--- config.mk ---
export PLATFORM = sky130hd
export DESIGN_NAME = if_fetch_gen
export DESIGN_NICKNAME = d
export VERILOG_FILES = /design/src/rtl/if_fetch_gen.sv
export SDC_FILE = /design/constraint.sdc
export NUM_CORES = 1
export LEC_CHECK = 0
export CORE_UTILIZATION = 35
export CTS_CLUSTER_SIZE = 40
export DETAILED_ROUTE_END_ITERATION = 12
export PLACE_DENSITY = 0.68
export SLEW_MARGIN = 20
export SYNTH_ARGS = -nofsm -noshare
export SYNTH_HDL_FRONTEND = slang
export SYNTH_SLANG_ARGS = --single-unit
--- constraint.sdc ---
create_clock -name clk -period 2.65 [get_ports clk]
set_clock_uncertainty 0.05 [all_clocks]
set_input_delay 0.265 -clock clk [delete_from_list [all_inputs] [get_ports clk]]
set_output_delay 0.265 -clock clk [all_outputs]
set_load 0.02 [all_outputs]
--- src/rtl/if_fetch_gen.sv ---
// if_fetch_gen: front-end fetch generator.
// Owns the fetch PC and issues 8-byte-aligned requests to the I-cache. Each
// response is turned into a two-slot bundle (inst/pc/valid per slot) for the
// IF stage register. The bundle is held under downstream stall. A redirect
// flushes the bundle, and the DROP state swallows any response that is still
// owed for a request that has been abandoned.
module if_fetch_gen #(
    parameter logic [31:0] RESET_PC = 32'h1c00_0000
) (
    input  logic        clk,
    input  logic        rst,
    input  logic        redirect_valid_i,
    input  logic [31:0] redirect_pc_i,
    input  logic        stall_i,
    output logic        icache_req_o,
    output logic [31:0] icache_addr_o,
    input  logic        icache_ack_i,
    input  logic        icache_rvalid_i,
    input  logic [63:0] icache_rdata_i,
    output logic [31:0] inst_1_o,
    output logic [31:0] inst_2_o,
    output logic [31:0] pc_1_o,
    output logic [31:0] pc_2_o,
    output logic        valid_1_o,
    output logic        valid_2_o
);

    typedef enum logic [1:0] {
        S_REQ  = 2'd0,
        S_WAIT = 2'd1,
        S_OUT  = 2'd2,
        S_DROP = 2'd3
    } state_t;

    state_t      state_q, state_d;
    logic [31:0] pc_q, pc_d;
    logic [31:0] inst_1_d, inst_2_d, pc_1_d, pc_2_d;
    logic        valid_1_d, valid_2_d;

    // Redirect targets are word aligned, so the two low bits are dropped.
    logic [1:0]  unused_redirect_lsb;
    assign unused_redirect_lsb = redirect_pc_i[1:0];

    // Request and fetch address come straight from registered state.
    assign icache_req_o  = (state_q == S_REQ);
    assign icache_addr_o = {pc_q[31:3], 3'b000};

    // Next-state, next-PC and next-bundle logic.
    // NOTE: every signal written here gets a default first, so no path can
    // leave one unassigned and infer a latch.
    always_comb begin
        state_d   = state_q;
        pc_d      = pc_q;
        inst_1_d  = inst_1_o;
        inst_2_d  = inst_2_o;
        pc_1_d    = pc_1_o;
        pc_2_d    = pc_2_o;
        valid_1_d = valid_1_o;
        valid_2_d = valid_2_o;

        if (redirect_valid_i) begin
            // Flush wins over everything, stall included. Only the question of
            // whether a response is still owed decides where to go next.
            pc_d      = {redirect_pc_i[31:2], 2'b00};
            inst_1_d  = '0;
            inst_2_d  = '0;
            pc_1_d    = '0;
            pc_2_d    = '0;
            valid_1_d = 1'b0;
            valid_2_d = 1'b0;
            unique case (state_q)
                S_REQ:   state_d = icache_ack_i    ? S_DROP : S_REQ;
                S_WAIT:  state_d = icache_rvalid_i ? S_REQ  : S_DROP;
                S_OUT:   state_d = S_REQ;
                S_DROP:  state_d = icache_rvalid_i ? S_REQ  : S_DROP;
                default: state_d = S_REQ;
            endcase
        end else begin
            unique case (state_q)
                S_REQ: begin
                    if (icache_ack_i) state_d = S_WAIT;
                end
                S_WAIT: begin
                    if (icache_rvalid_i) begin
                        state_d   = S_OUT;
                        valid_1_d = 1'b1;
                        pc_1_d    = pc_q;
                        if (!pc_q[2]) begin
                            // Aligned PC: both words of the line are useful.
                            inst_1_d  = icache_rdata_i[31:0];
                            inst_2_d  = icache_rdata_i[63:32];
                            pc_2_d    = pc_q + 32'd4;
                            valid_2_d = 1'b1;
                        end else begin
                            // PC in the upper word: only that word is useful.
                            inst_1_d  = icache_rdata_i[63:32];
                            inst_2_d  = '0;
                            pc_2_d    = '0;
                            valid_2_d = 1'b0;
                        end
                        // Next line; the PC wraps silently at 2^32.
                        pc_d = {pc_q[31:3] + 29'd1, 3'b000};
                    end
                end
                S_OUT: begin
                    if (!stall_i) begin
                        state_d   = S_REQ;
                        valid_1_d = 1'b0;
                        valid_2_d = 1'b0;
                    end
                end
                S_DROP: begin
                    if (icache_rvalid_i) state_d = S_REQ;
                end
                default: state_d = S_REQ;
            endcase
        end
    end

    // State, PC and output bundle registers with synchronous reset.
    // NOTE: sequential state uses non-blocking assignments only, so every
    // register samples the pre-edge values regardless of statement order.
    always_ff @(posedge clk) begin
        if (!rst) begin
            // NOTE: reset is sampled on the clock edge. There is no array
            // storage here, so every register is reset to a known value.
            state_q   <= S_REQ;
            pc_q      <= RESET_PC;
            inst_1_o  <= '0;
            inst_2_o  <= '0;
            pc_1_o    <= '0;
            pc_2_o    <= '0;
            valid_1_o <= 1'b0;
            valid_2_o <= 1'b0;
        end else begin
            state_q   <= state_d;
            pc_q      <= pc_d;
            inst_1_o  <= inst_1_d;
            inst_2_o  <= inst_2_d;
            pc_1_o    <= pc_1_d;
            pc_2_o    <= pc_2_d;
            valid_1_o <= valid_1_d;
            valid_2_o <= valid_2_d;
        end
    end

endmodule

Word level (Yosys, flattened, before mapping)
Cells that the tools add are included.

word-level totals
  register bits after elaboration = 160
  output and inout bits = 163
  logic and storage cells = 51
  input bits = 102

operators by class
  equal/unequal tests = 9
  mux-type cells = 21
  bitwise gates (word level) = 1
  reduce and logical (&&, ||, !) cells = 10
  add/sub/neg operators = 2

operators with widths
  cell                   count
  $mux 32                6
  $add 32x3->32 const B  1
  $add 29x1->29 const B  1
  $mux 2                 7
  $ne 3x3->1 const B     3
  $pmux 2 s4             1
  $pmux 2 s3             1
  $reduce_bool 2->1      3
  $eq 2x2->1 const B     2
  $mux 1                 4
  $ne 2x2->1 const B     2
  $pmux 1 s2             2
  $reduce_and 2->1       2
  $reduce_and 4->1       1
  $reduce_or 2->1        2
  $ne 3x2->1 const B     1
  $reduce_and 3->1       1
  $eq 2x1->1 const B     1
  $logic_not 2->1        1
  $not 1->1              1

Logic depth before layout (Yosys ltp)
Gate-level depths: netlist of the first run.

  word-level depth = 4
  depth in mapped cells = 8
  gate-level depth less buffers = 5

Worst setup path before layout of the first run
OpenSTA, ideal clock, no wires.

  path kind = reg-to-reg
  from = register pc_q[13]
  to = register pc_q[31]
  setup time = 0.074 ns
  path buffers = 2
  arrival = 1.907 ns
  setup slack = 0.619 ns
  cell stages (with the launch flop) = 7
  data required time = 2.526 ns
  clock period less this slack = 2.031 ns
  cell sequence = dfxtp_1 > buf_2 > nand4_4 > or4_1 > buf_2 > or4_1 > a31oi_1

between the ends
  cells in the longest elaborated chain, start to end = 4

RTL lines
  element                   line  RTL
  start: declaration        36    logic [31:0] pc_q, pc_d;
  start signal: assignment  137   pc_q <= pc_d;
  $add 29x1->29             102   pc_d = {pc_q[31:3] + 29'd1, 3'b000};
  $mux 32                   84    if (icache_rvalid_i) begin
  $mux 32                   79    unique case (state_q)
  $mux 32                   61    if (redirect_valid_i) begin

No other way between the ends. The select of a mux whose other input is x is not followed.
A chain may end at the register's enable or synchronous reset.

Worst setup path after layout of the first run
  from = register pc_q[18]
  to = register pc_q[31]

The elaborated chain is that of the path after synthesis.

==> summary.txt, run 1 <==
Timing
  – Final TNS setup: 0 ps
  – Crit share post-route: about 85%
  – Final setup vio count: 0
  – RSZ-0062 raised after global routing: false
  – Fmax: 446.2 MHz
  – Clock period minus worst slack: around 2200 ps
  – WHS: just under 400 ps
  – Final Hold Viols: 0
  – Tightest Pin Transition: roughly 690 ps
  – Final Slew Violations: 0
  – Rel. slew slack: 53.95%

Hold path
  – Hold path depth: 3
  – Worst Hold Class: in2reg

Floorplanning
  – Die height: about 140 microns
  – Row cnt: 51
  – I/O pin count: roughly 270
  – Core area: 19530 sq um
  – Die Width: 143.5 microns
  – Initial Utilization: between 30 and 40%
  – Die area: a little over 20000 sq um

Layout
  – Share of layout cells above drive strength 1: around 7.8%
  – Final Util: between 50% and 60%
  – Final Cell Area: approximately 10000 sq um
  – Post-layout nets: roughly 1100
  – Area delta synth->final: 47.42%

Clock network
  – Register clock-pin slew on the reported worst setup and hold paths: ~70 ps
  – Clk sinks: between 150 and 200
  – Hold_buf cts: 0
  – H-tree depth: 4
  – Setup bufs post-CTS: 0
  – Clk Latency, worst-skew pair: around 420 ps
  – Root Driver: clkbuf_16
  – Cts bufs inserted: 17
  – CTS tree: built
  – PostCTS Resize Cnt: 0
  – Max Buffers Root-to-Sink: 2

Synth
  – Ys async rst share: 0%
  – Mapped cell area: around 7000 sq um
  – Number of synthesized register bits: approximately 160
  – Library cells used by synthesis: 46
  – Share of the synthesized area in the top cell type: 45.17%
  – Synth top cells by count: dfxtp_1, nand2_1, a21oi_1
  – Syn. warnings: 0
  – Number of synthesized flops with an enable pin: 0
  – Syn Area/Cell: 8.397 sq um
  – Cell taking the most area after synthesis: dfxtp_1
  – Synth Flop Type: dfxtp_1
  – Synth top area cells: dfxtp_1, nand2_1, a21oi_1
  – Cell count after synthesis: about 830
  – Sequential area share after synthesis: between 40 and 50%
  – Most frequent cell after synthesis: dfxtp_1

Global routing
  – Total congestion overflow: 0
  – Largest net degree at the start of global routing: 78
  – Initial antenna violation count: 0
  – Number of global-route vias before repair: about 6300
  – All-layer global routing usage: a little over a fifth
  – First-pass GRT wire length: 33790 microns

Critical path
  – Worst path slowest cell: or4_1
  – CP max stage delay: ~700 ps
  – Setup crit end kind: register
  – CP max FO: 8
  – R2r worst-path depth: 4
  – CP dominant cell by count: or4_1
  – Startpoint type of the worst setup path: register
  – FF-to-FF End: pc_q[31]
  – Worst r2r src: pc_q[18]
  – Crit path launch: pc_q[18]
  – Cells along the critical path: nand4_2 -> or4_1 -> or4_1 -> a31oi_1
  – Required time worst endpoint: 2950 ps
  – Reg2Reg Setup Slack: between 400 and 500 ps
  – Crit path kind: reg2reg
  – Worst Path Arrival: between 2000 and 3000 ps
  – Critical path endpoint: pc_q[31]

Pwr
  – Clock power share: roughly 43%
  – Net load switching power: 1.498 mW
  – Switching Share: a little over a quarter
  – Internal power: about 4.3 mW
  – Comb power frac: 13.7%
  – Peak VDD IR: between 0.0004 and 0.0005 V
  – Share of power burned in registers: 43.4%
  – P per Cell Area: 558.2 nW/um^2
  – Leakage: between 3 and 4 nW

Placed design
  – DP HPWL: about 16000 microns
  – PortBufs: roughly 260
  – Area of placed instances: ~9700 sq um
  – Placer Congestion: between 0.8 and 0.9

Routing
  – Routed Antenna Nets: 0
  – Drt total wl: between 20000 and 25000 microns
  – 1st-iter DRT viols: roughly 370
  – Residual DRC count: 0
  – Wire per inst: between 15 and 20 microns
  – Via count: ~6700
  – Vias/cell: a little over 5
  – Drt pass-1 iters: 5

Outcome
  – Status: complete, no violations

Flow run
  – Maxcap violations: 0
==> stage by stage <==
step	instances	setup WS, ps	power [mW]
2_1_floorplan	840	619.3	2.971
3_3_place_gp	1289	340.8	3.344
3_5_place_dp	1289	323.2	3.349
4_1_cts	1321	406.3	5.824
5_1_grt	1321	302.1	5.982
6_report	1322	408.6	5.763
==> state kept, by name (all words and copies together) (netlist names) <==
name and count:
inst_2_o 32, valid_1_o 1, valid_2_o 1, pc_2_o 30, inst_1_o 32, pc_1_o 30
state_q 2, pc_q 30
==> power by group through the flow <==
stage | Sequential, mW | Combinational [mW] | Clock, mW
6_report | 2.50 | 0.792 | 2.47
5_1_grt | 2.51 | 0.850 | 2.62
4_1_cts | 2.50 | 0.796 | 2.53
3_5_place_dp | 2.56 | 0.794 | 0
3_3_place_gp | 2.55 | 0.791 | 0
2_1_floorplan | 2.57 | 0.401 | 0
==> cell usage in the layout, fill, tap and decap left out, types with 5 or more instances in the layout <==
cell | synthesis | routed
a211oi_1 | 33 | 33
a21oi_1 | 103 | 103
a31oi_1 | 9 | 9
and4_1 | 5 | 5
buf_12 | 0 | 5
buf_4 | 36 | 35
clkbuf_16 | 0 | 17
clkdlybuf4s50_1 | 0 | 255
conb_1 | 1 | 7
dfxtp_1 | 158 | 157
inv_1 | 7 | 7
mux2i_1 | 32 | 32
nand2_1 | 138 | 137
nand2b_1 | 7 | 7
nand3_1 | 11 | 11
nand3b_1 | 59 | 59
nand4_1 | 11 | 11
nor2_1 | 44 | 44
nor3_1 | 7 | 7
nor4_1 | 10 | 10
o211a_1 | 7 | 7
o21ai_0 | 19 | 19
o311a_1 | 5 | 5
or3_1 | 12 | 12
xnor2_1 | 10 | 10
==> critical path, delay by kind of cell (launching register included) <==
family             cells  cell delay (ps)
AOI/OAI and AO/OA      1              170
DFF                    1              480
and+or+nand+nor        3             1470
==> logic make-up after synthesis <==
group           Yosys count  share of synthesized area (%)
compound gates          186                          15.97
xor+xnor                 14                          1.751
fa+ha+maj                 1                         0.1786
buf+inv                 118                          8.326
flops                   158                          45.17
mux                      32                          4.574
other cells               1                        0.05355
simple gates            324                          23.98
==> metal layers <==
metal	track usage (%)	part of all wire [%]
met5	0	0
met4	7.839	1.9
met3	6.831	8.6
met2	36.59	48
met1	25.08	41
==> how the worst min path moves through the flow <==
stage | start | to | slack, ps
2_1_floorplan | redirect_pc_i[27] | pc_q[27] | 340
3_3_place_gp | inst_2_o[21] | inst_2_o[21] | 390
3_5_place_dp | pc_2_o[15] | pc_2_o[15] | 390
4_1_cts | icache_rdata_i[41] | inst_2_o[9] | 370
5_1_grt | redirect_pc_i[4] | pc_q[4] | 400
6_report | icache_rdata_i[41] | inst_2_o[9] | 390
==> cell type report <==
class,instances,area [sq um]
fill,1908,9203
sequential,158,3167
antenna,1,2.502
tap,265,331.6
multi-input combinational,564,3291
timing repair buffer,295,2915
inverter,7,26.28
clock buffer,19,452.9
clock inverter,13,137.6
Power figures use the tool's default switching activity.
==> run 2: changes to the inputs <==
==> constraint.sdc (replaced) <==
create_clock -name clk -period 2.3 [get_ports clk]
set_clock_uncertainty 0.05 [all_clocks]
set_input_delay 0.23 -clock clk [delete_from_list [all_inputs] [get_ports clk]]
set_output_delay 0.23 -clock clk [all_outputs]
set_load 0.02 [all_outputs]
==> run 2 against run 1 <==
Compared with the run above: count of clock-buffer cells in the layout rose by 2; register-to-register slack got worse by 220 ps; global-route usage rose by 0.23 points; final area rose by 1.5%; critical path type unchanged; largest cell class unchanged; largest power group is now clock; highest routed layer unchanged.
==> summary.txt, run 2 (same netlist as run 1, synthesis figures left out) <==
Outcome
  – Status: complete, no violations

Placed design
  – Placer Congestion: 0.8629 (+1.2%)
  – PortBufs: 255 (unchanged)
  – Area of placed instances: 9826 sq um (+0.98%)
  – Dpl ws: 74.08 ps (-249.1 ps)
  – Placed cells: 1300 (+0.85%)
  – DP HPWL: 16080 microns (+3.1%)

Layout
  – Area delta synth->final: 49.60%
  – Final Cell Area: 10480 sq um (+1.5%)
  – Biggest regs: inst_1_o (32), inst_2_o (32)
  – Multi-input logic area: 3291 sq um (unchanged)
  – Finished Layout Cells: 1332 (+0.76%)
  – Post-layout nets: 1157 (+0.96%)
  – Fillcell total: 1814 (-4.9%)
  – N_diodes: 0 (-1)
  – Share of layout cells above drive strength 1: 8.622% (+0.86 points)
  – Commonest non-fill, non-tap cells in the layout: clkdlybuf4s50_1, dfxtp_1, nand2_1
  – Leading cell type in the layout, fill and taps excluded: clkdlybuf4s50_1
  – FF/Latch Area: 3167 sq um (unchanged)

Critical path
  – Worst path slowest cell: or4_1
  – Worst Path Buf+Inv: 0 (unchanged)
  – CP max stage delay: 700 ps (about the same)
  – CP dominant cell by count: or4_1
  – Cells along the critical path: nand4_4 -> or4_1 -> or4_1 -> a31oi_1
  – Crit path kind: reg2reg
  – Required time worst endpoint: 2580 ps (-370 ps)
  – Startpoint type of the worst setup path: register
  – Crit-path leading delay family: simple AND/OR/NAND/NOR gates
  – Worst Path Arrival: 2390 ps (-150 ps)
  – Setup crit end kind: register
  – CP max FO: 8 (unchanged)

Global routing
  – Largest net degree at the start of global routing: 51 (-35%)
  – Initial antenna violation count: 0 (unchanged)
  – Number of global-route vias before repair: 6143 (-1.8%)
  – Global-route met1 utilization: 25.38% (+0.29 points)
  – Met2 GRT Util: 37.00% (+0.41 points)
  – Grt peak-use layer: met2
  – Met3 usage: 7.198% (+0.37 points)
  – All-layer global routing usage: 21.69% (+0.23 points)
  – Total congestion overflow: 0 (unchanged)
  – First-pass GRT wire length: 33990 microns (+0.59%)

Timing
  – WHS: 364.0 ps (-29.85 ps)
  – Final Hold Viols: 0 (unchanged)
  – Final Slew Violations: 0 (unchanged)
  – Fmax: 474.4 MHz (+6.3%)
  – Final TNS setup: 0 ps (unchanged)
  – Final worst slack: 192.0 ps (-216.7 ps)
  – RSZ-0062 raised after global routing: false
  – Clock period minus worst slack: 2108 ps (-133.3 ps)
  – Crit share post-route: 91.65% (+7.1 points)
  – Final setup vio count: 0 (unchanged)

Routing
  – Residual DRC count: 0 (unchanged)
  – Drt pass-1 iters: 4 (-1)
  – Routed Antenna Nets: 0 (unchanged)
  – 1st-iter DRT viols: 318 (-13%)
  – Wire per inst: 16.82 microns (-0.37%)
  – Vias/cell: 5.104 (+0.31%)
  – Drt total wl: 22410 microns (+0.38%)
  – Via count: 6799 (+1.1%)

Clock network
  – Clk Latency, worst-skew pair: 420 ps (about the same)
  – Register clock-pin slew on the reported worst setup and hold paths: 70 ps (about the same)
  – H-tree depth: 4 (unchanged)
  – Max Buffers Root-to-Sink: 2 (unchanged)
  – Setup bufs post-CTS: 0 (unchanged)
  – Hold_buf cts: 0 (unchanged)
  – Root Driver: clkbuf_16
  – Clk sinks: 158 (unchanged)
  – Cts bufs inserted: 17 (unchanged)
  – CTS tree: built
  – PostCTS Resize Cnt: 0 (unchanged)

Floorplanning
  – Core area: 19530 sq um (unchanged)
  – Initial Utilization: 35.86% (unchanged)
  – Row cnt: 51 (unchanged)
  – Die area: 20580 sq um (unchanged)
  – I/O pin count: 265 (unchanged)
  – Die Width: 143.5 microns (unchanged)
  – Die height: 143.5 microns (unchanged)

Pwr
  – Net load switching power: 1.722 mW (+15%)
  – P per Cell Area: 659.7 nW/um^2 (+18%)
  – Switching Share: 24.92% (-1.1 points)
  – Peak VDD IR: 0.0004752 V (+11%)
  – Clock power share: 44.8% (+1.9 points)
  – Leakage: 3.518 nW (+2.3%)
  – Share of power burned in registers: 41.5% (-1.9 points)
  – Comb power frac: 13.7% (about the same)
  – Internal power: 5.189 mW (+22%)

Hold path
  – Worst Hold Class: in2reg

Flow run
  – Maxcap violations: 0 (unchanged)
run 2: path summary, 6_finish.rpt:
path,startpoint,to,slack (ps),depth (start not counted)
max,pc_q[14],pc_q[30],190,4
min,icache_rdata_i[38],inst_2_o[6],360,3
max reg2reg,pc_q[14],pc_q[30],190,4
min reg2reg,pc_2_o[10],pc_2_o[10],400,2
run 2: layout make-up:
class                   instances  area share (%)
clock inverters                11           1.720
inverters                       7          0.2508
multi-input cells             564           31.41
repair buffers                306           28.74
flip-flops and latches        158           30.23
clock buffers                  21           4.491
well taps                     265           3.165
run 2: tightest hold or removal path, delay by kind of cell:
family | cells | cell delay (ps)
compound gates | 1 | 60
buf+inv | 1 | 420
simple gates | 1 | 90
run 2: power by group through the flow:
stage / clock (mW) / combinational (mW) / sequential (mW)
after global placement: 0 / 0.939 / 2.93
final: 3.10 / 0.943 / 2.87
after CTS: 3.16 / 0.947 / 2.87
after global routing: 3.27 / 1.01 / 2.88
after floorplan: 0 / 0.463 / 2.96
after detailed placement: 0 / 0.943 / 2.93
run 2: per-layer routing:
metal	wire length [microns]	vias to the layer above
li1	-	3320
met1	9192	3189
met2	10830	262
met3	1901	28
met4	484	0
met5	0	-
run 2: per-stage QoR:
step                utilization (%)  total power, mW
global placement              50.32            3.870
floorplan                         -            3.423
finish                        53.65            6.911
global route                  53.65            7.164
CTS                           53.65            6.980
detailed placement            50.32            3.875
